`src/rtl/multicycle_sequencer.sv`:
```
`default_nettype none
// ============================================================================
// Module      : multicycle_sequencer
// Description : Multicycle control sequencer for an RV32I core. Steps each
//               instruction through FETCH, DECODE, EXEC, MEM and WB. Runs the
//               imem/dmem request/ready handshakes and gates the RF/PC write
//               enables from latched decoder fields. Traps on illegal
//               encodings or memory timeouts and counts retired instructions.
// Revision    : 1.0 - initial release
// ============================================================================
module multicycle_sequencer #(
    parameter int TIMEOUT = 16,
    parameter int COUNT_W = 32
) (
    input  logic               clk,
    input  logic               rst,
    output logic               imem_req,
    input  logic               imem_ready,
    output logic               ir_we,
    input  logic               dec_reg_write,
    input  logic               dec_load,
    input  logic               dec_store,
    input  logic               dec_branch,
    input  logic [1:0]         dec_next_sel,
    input  logic               dec_illegal,
    output logic               dmem_req,
    output logic               dmem_we,
    input  logic               dmem_ready,
    output logic               rf_we,
    output logic               pc_we,
    output logic [1:0]         pc_sel,
    output logic [2:0]         state_o,
    output logic               trap,
    output logic [COUNT_W-1:0] retired
);

    typedef enum logic [2:0] {
        S_FETCH  = 3'd0,
        S_DECODE = 3'd1,
        S_EXEC   = 3'd2,
        S_MEM    = 3'd3,
        S_WB     = 3'd4,
        S_TRAP   = 3'd5
    } state_t;

    // Wait counter only needs to reach TIMEOUT-1; TIMEOUT=0 disables it.
    localparam int              c_WAIT_W      = (TIMEOUT > 1) ? $clog2(TIMEOUT) : 1;
    localparam int              c_WAIT_LAST_I = (TIMEOUT > 0) ? (TIMEOUT - 1) : 0;
    localparam logic [c_WAIT_W-1:0] c_WAIT_LAST = c_WAIT_LAST_I[c_WAIT_W-1:0];
    localparam logic            c_TIMEOUT_EN  = (TIMEOUT > 0);

    state_t               r_state;
    logic                 r_reg_write;
    logic                 r_load;
    logic                 r_store;
    logic                 r_branch;
    logic [1:0]           r_next_sel;
    logic [c_WAIT_W-1:0]  r_wait_cnt;
    logic [COUNT_W-1:0]   r_retired;
    logic                 r_trap;

    logic                 w_wait_expired;
    logic                 w_unused_branch;

    // The wait budget is spent once the counter sits on its last value.
    assign w_wait_expired = c_TIMEOUT_EN && (r_wait_cnt == c_WAIT_LAST);

    // Branch resolution lives in the PC-select logic; the latched flag is kept
    // only so it stays visible in the register set during debug.
    assign w_unused_branch = r_branch;

    // Sequencer state, latched decoder fields, wait counter and retire count.
    always_ff @(posedge clk) begin
        if (rst) begin
            r_state     <= S_FETCH;
            r_reg_write <= 1'b0;
            r_load      <= 1'b0;
            r_store     <= 1'b0;
            r_branch    <= 1'b0;
            r_next_sel  <= 2'b00;
            r_wait_cnt  <= '0;
            r_retired   <= '0;
            r_trap      <= 1'b0;
        end else begin
            case (r_state)
                S_FETCH: begin
                    // A ready arriving on the expiry cycle still completes.
                    if (imem_ready) begin
                        r_state    <= S_DECODE;
                        r_wait_cnt <= '0;
                    end else if (w_wait_expired) begin
                        r_state    <= S_TRAP;
                        r_trap     <= 1'b1;
                        r_wait_cnt <= '0;
                    end else if (c_TIMEOUT_EN) begin
                        r_wait_cnt <= r_wait_cnt + c_WAIT_W'(1);
                    end
                end
                S_DECODE: begin
                    r_reg_write <= dec_reg_write;
                    r_load      <= dec_load;
                    r_store     <= dec_store;
                    r_branch    <= dec_branch;
                    r_next_sel  <= dec_next_sel;
                    if (dec_illegal || (dec_load && dec_store)) begin
                        r_state <= S_TRAP;
                        r_trap  <= 1'b1;
                    end else begin
                        r_state <= S_EXEC;
                    end
                end
                S_EXEC: begin
                    r_wait_cnt <= '0;
                    if (r_load || r_store) begin
                        r_state <= S_MEM;
                    end else begin
                        r_state <= S_WB;
                    end
                end
                S_MEM: begin
                    if (dmem_ready) begin
                        r_state    <= S_WB;
                        r_wait_cnt <= '0;
                    end else if (w_wait_expired) begin
                        r_state    <= S_TRAP;
                        r_trap     <= 1'b1;
                        r_wait_cnt <= '0;
                    end else if (c_TIMEOUT_EN) begin
                        r_wait_cnt <= r_wait_cnt + c_WAIT_W'(1);
                    end
                end
                S_WB: begin
                    r_retired  <= r_retired + COUNT_W'(1);
                    r_wait_cnt <= '0;
                    r_state    <= S_FETCH;
                end
                S_TRAP: begin
                    r_state <= S_TRAP;
                end
                default: begin
                    // Unused encodings 6/7 fall into the trap state.
                    r_state <= S_TRAP;
                    r_trap  <= 1'b1;
                end
            endcase
        end
    end

    // Output decode from state and latched fields; everything is held low in reset.
    always_comb begin
        imem_req = 1'b0;
        ir_we    = 1'b0;
        dmem_req = 1'b0;
        dmem_we  = 1'b0;
        rf_we    = 1'b0;
        pc_we    = 1'b0;
        pc_sel   = 2'b00;
        if (!rst) begin
            case (r_state)
                S_FETCH: begin
                    imem_req = 1'b1;
                    ir_we    = imem_ready;
                end
                S_MEM: begin
                    dmem_req = 1'b1;
                    dmem_we  = r_store;
                end
                S_WB: begin
                    pc_we  = 1'b1;
                    pc_sel = r_next_sel;
                    rf_we  = r_reg_write && !r_store;
                end
                default: begin
                    imem_req = 1'b0;
                end
            endcase
        end
    end

    assign state_o = rst ? 3'd0 : r_state;
    assign trap    = !rst && r_trap;
    assign retired = rst ? '0 : r_retired;

endmodule
`default_nettype wire

```
`config.mk`:
```
export PLATFORM = sky130hd
export DESIGN_NAME = multicycle_sequencer
export DESIGN_NICKNAME = d
export VERILOG_FILES = /design/src/rtl/multicycle_sequencer.sv
export SDC_FILE = /design/constraint.sdc
export NUM_CORES = 1
export LEC_CHECK = 0
export CORE_MARGIN = 1
export CORE_UTILIZATION = 30
export DETAILED_ROUTE_END_ITERATION = 12
export PLACE_DENSITY = 0.56
export REMOVE_ABC_BUFFERS = 1
export SYNTH_ARGS = -nofsm -noshare
export SYNTH_HDL_FRONTEND = slang
export SYNTH_SLANG_ARGS = --single-unit
```
`constraint.sdc`:
```
create_clock -name clk -period 2.7 [get_ports clk]
set_clock_uncertainty 0.2 [all_clocks]
set_input_delay 0.81 -clock clk [delete_from_list [all_inputs] [get_ports clk]]
set_output_delay 0.81 -clock clk [all_outputs]
set_load 0.05 [all_outputs]
```
# Word level (Yosys, flattened, before mapping)
# Cells that the tools add are included.
[op_classes]
add_sub_neg = 2
n_eq_ne = 9
reduce_logical = 12
bitwise_logic = 1
n_mux = 31
[ops]
columns = ["cell", "count"]
rows = [
  ["adder 32 x 1 -> 32 bit (second input constant)", 1],
  ["two-way mux 32 bit", 1],
  ["two-way mux 3 bit", 6],
  ["two-way mux 1 bit", 16],
  ["one-hot mux 3 bit (5 select lines)", 1],
  ["two-way mux 4 bit", 3],
  ["one-hot mux 4 bit (3 select lines)", 1],
  ["== test 3 x 2 -> 1 bit (second input constant)", 2],
  ["== test 3 bit (second input constant)", 2],
  ["inequality test 2 bit (second input constant)", 3],
  ["adder 4 x 1 -> 4 bit (second input constant)", 1],
  ["== test 4 bit (second input constant)", 1],
  ["two-way mux 2 bit", 2],
  ["one-hot mux 1 bit (4 select lines)", 1],
  ["AND reduction 4 bit", 1],
  ["== test 3 x 1 -> 1 bit (second input constant)", 1],
  ["logical AND 1 bit", 3],
  ["logical NOT 3 bit", 1],
  ["nonzero test 3 bit", 1],
  ["OR reduction 3 bit", 1],
  ["logical NOT 1 bit", 2],
  ["logical OR 1 bit", 2],
  ["OR reduction 2 bit", 1],
  ["NOT 1 bit", 1],
]
[totals]
output_inout_bits = 44
register_bits = 45
wordCells = 63
in_bits = 11

# Depth between registers and ports, before layout
[depth]
word_depth = 4
mapped_depth = 6
depth_no_buf = 5

# Worst setup path before layout
# OpenSTA, ideal clock, no wires.
[synth_timing]
kind = "input to output"
startpoint = "in rst"
endpoint = "out ir_we"
setup_slack_ns = -1.399
t_required_ns = 1.690
arrival_time_ns = 3.089
path_stages = 3
n_path_buf = 1
cell_sequence = "clkbuf_1 -> nor4_1 -> and2_1"
[synth_between]
elab_chain_cells = 1
[synth_lines]
columns = ["element", "line_no", "source"]
rows = [
  ["start, declared", "16", "input logic rst,"],
  ["two-way mux 1 bit", "158", "if (!rst) begin"],
  ["end, declared", "19", "output logic ir_we,"],
]
# No other way between the ends.

# Worst setup path in the final report
[layout_timing]
startpoint = "in rst"
endpoint = "out retired[13]"
[layout_between]
elab_chain_cells = 1
[layout_lines]
columns = ["element", "line_no", "source"]
rows = [
  ["two-way mux 32 bit", "182", "assign retired = rst ? '0 : r_retired;"],
  ["end, declared", "34", "output logic [COUNT_W-1:0] retired"],
]
# No other way between the ends.

==> flow_metrics.env <==
export IMPL_area_growth_pct=38.7
export IMPL_antenna_found_initial=0
export IMPL_drtPass1Iterations=4
export IMPL_cts_setup_buffers=0
export IMPL_fin_crit_ns=2.63
export IMPL_synthTopCellsByArea="dfxtp_1, nor2b_1, nor2_1"
export IMPL_cp_start_kind="input pin"
export IMPL_critPathRequiredTime_ns=1.69
export IMPL_num_nets_final=389
export IMPL_clk_transition_reported_paths_ns=0.08
export IMPL_final_common_cell="buf_4"
export IMPL_design_core_area_mm2=0.00777
export IMPL_intPower_mw=1.12
export IMPL_p_sw_frac=0.269
export IMPL_port_buffers=53
export IMPL_synth_top_area_cell="dfxtp_1"
export IMPL_synth_top_area_frac=0.370
export IMPL_worst_pin_slew_ns=0.407
export IMPL_ys_warn_count=0
export IMPL_hold_viol=0
export IMPL_pre_cts_slack_ns=-0.0661
export IMPL_rows=32
export IMPL_drv_cap=0
export IMPL_async_flop_share=0
export IMPL_vias=2375
export IMPL_place_area_mm2=0.00320
export IMPL_seqPwrFrac=0.458
export IMPL_leakage_nw=1.35
export IMPL_cts_buffers=5
export IMPL_synth_edf_count=0
export IMPL_fin_area_mm2=0.00338
export IMPL_vias_per_cell=4.96
export IMPL_slew_viol_final=0
export IMPL_grt_ovfl_total=0
export IMPL_cts_sinks=45
export IMPL_power_switching_uw=413
export IMPL_maxUsedRoutingLayer="met4"
export IMPL_drtAntennaViolNets=0
export IMPL_pwr_share_comb=0.196
export IMPL_pin_count=55
export IMPL_p_total_mw=1.54
export IMPL_slew_headroom=0.728
export IMPL_wl_met1_mm=2.98
export IMPL_cts_tree="built"
export IMPL_cts_max_level=2
export IMPL_peakVddDrop_v=0.000253
export IMPL_synthesis_instances=308
export IMPL_drt_wl_total_mm=5.91
export IMPL_drc_errors=0
export IMPL_layout_common_cells="buf_4, dfxtp_1, nor2_1"
export IMPL_setup_slack_ns=0.0736
export IMPL_finalCritPeriodShare=0.973
export IMPL_gp_congestion=0.742
export IMPL_avgRoutedWirePerCell_um=12.3
export IMPL_setup_worst_path_class="in -> out"
export IMPL_ys_flop_type="dfxtp_1"
export IMPL_ys_ff_latch=45
export IMPL_path_max_fanout=17
export IMPL_syn_avg_cell_area_um2=7.90
export IMPL_grt_pass1_wl_mm=9.62
export IMPL_route_met3_wl_um=245
export IMPL_rsz0062_at_grt="no"
export IMPL_synth_area_mm2=0.00243
export IMPL_synth_cell_type_count=40
export IMPL_setup_viol=0
export IMPL_grt_start_max_net_pins=34
export IMPL_fp_dieW_um=92.1
export IMPL_dr_wl_met2_mm=2.62
export IMPL_hp_class="reg -> reg"
export IMPL_powerDensity_mw_per_mm2=455
export IMPL_cp_arrival_ns=1.62
export IMPL_status="finished, final reports clean"
export IMPL_critPathCaptureType="output port"
export IMPL_root_buffer="clkbuf_8"
export IMPL_clock_latency_ns=0.30
export IMPL_drive_above_1_share=0.263
export IMPL_max_freq_mhz=381
export IMPL_fp_dieH_um=92.1
export IMPL_post_dp_hpwl_mm=4.30
export IMPL_start_util=0.313
export IMPL_cts_path_max_buffers=2
export IMPL_yosysSeqAreaShare=0.370
export IMPL_track_usage=0.139
export IMPL_diodes=0
export IMPL_clkPwrFrac=0.346
export IMPL_grt_pass1_vias=2094
export IMPL_dieArea_mm2=0.00848
export IMPL_drtIter0Drc=94
==> routing by layer <==
| layer | vias up | GRT usage |
|---|---|---|
| li1 | 1230 | - |
| met1 | 1086 | 0.184 |
| met2 | 52 | 0.223 |
| met3 | 7 | 0.0290 |
| met4 | 0 | 0.0469 |
| met5 | - | 0 |
==> synthesized netlist by cell type, types with 2 or more instances <==
cell type and n:
or4_1 4, and2_1 8, buf_1 3, nor3_1 9, or3_1 12, nand2_1 17
inv_1 7, and4_1 3, nand3b_1 2, nand4_1 11, ha_1 2, nor2b_1 29
a21o_1 4, nor4_1 4, nand3_1 13, o22ai_1 2, nand2b_1 2, o21ai_0 17
and3_1 4, dfxtp_1 45, o21bai_1 2, o31ai_1 3, clkbuf_1 12, mux2_2 11
nor2_1 36, xor2_1 8, a22oi_1 3, a21oi_1 23
==> cell families after synthesis <==
group / share of synthesized area
AO/OA/AOI/OAI: 0.134
XOR/XNOR: 0.0324
adder cells (fa/ha/maj): 0.0103
buffers and inverters: 0.0391
flip-flops: 0.370
multiplexers: 0.0509
AND/OR/NAND/NOR: 0.363
==> critical path, stage by stage <==
cell and delay [ns]:
buf_4 0.17, buf_12 0.17, buf_12 0.14, nor2b_1 0.14, buf_6 0.18
==> registers in the layout, indices dropped and copies added, names as in the netlist <==
register     flops
r_load           1
r_next_sel       2
r_reg_write      1
r_retired       32
r_state          3
r_store          1
r_trap           1
r_wait_cnt       4
==> final timing paths <==
check,from,end,slack (ns),depth (start not counted)
hold / removal,r_trap$_SDFFE_PP0P_,r_trap$_SDFFE_PP0P_,0.26,2
hold reg to reg,r_trap$_SDFFE_PP0P_,r_trap$_SDFFE_PP0P_,0.26,2
setup reg to reg,r_retired[15]$_SDFFE_PP0P_,r_retired[31]$_SDFFE_PP0P_,0.38,4
setup / recovery,rst,retired[13],0.07,5
==> per-stage QoR <==
step                      cells  hold WS [ns]  TNS [ns]   util
after global routing        479         0.302         0  0.435
after global placement      470         0.247    -0.159  0.412
after CTS                   478         0.270         0  0.428
after detailed placement    470         0.250   -0.0718  0.412
final                       479         0.260         0  0.435
after floorplan             291         0.229     -3.53      -
==> cell type report <==
| cell class | count | area [um^2] |
|---|---|---|
| fillers | 820 | 4390 |
| multi-input cells | 239 | 1460 |
| flip-flops and latches | 45 | 902 |
| repair buffers | 78 | 747 |
| well taps | 102 | 128 |
| clock buffers | 7 | 86.3 |
| clock inverters | 1 | 30.0 |
| inverters | 7 | 26.3 |
==> power groups by stage <==
stage                     sequential, mW  combinational (mW)  clock [mW]
after CTS                          0.704               0.295       0.550
after detailed placement           0.719               0.291           0
after global routing               0.707               0.326       0.572
after floorplan                    0.727               0.144           0
final                              0.704               0.301       0.532
after global placement             0.718               0.291           0
==> timing repair <==
item | CTS | global route
cloned | 0 | 1
gates resized for setup | 1 | 11
endpoints found under the setup margin | 2 | 9
hold buffers | 0 | 0
pin swaps | 0 | 0
(Power assumes the default switching activity.)
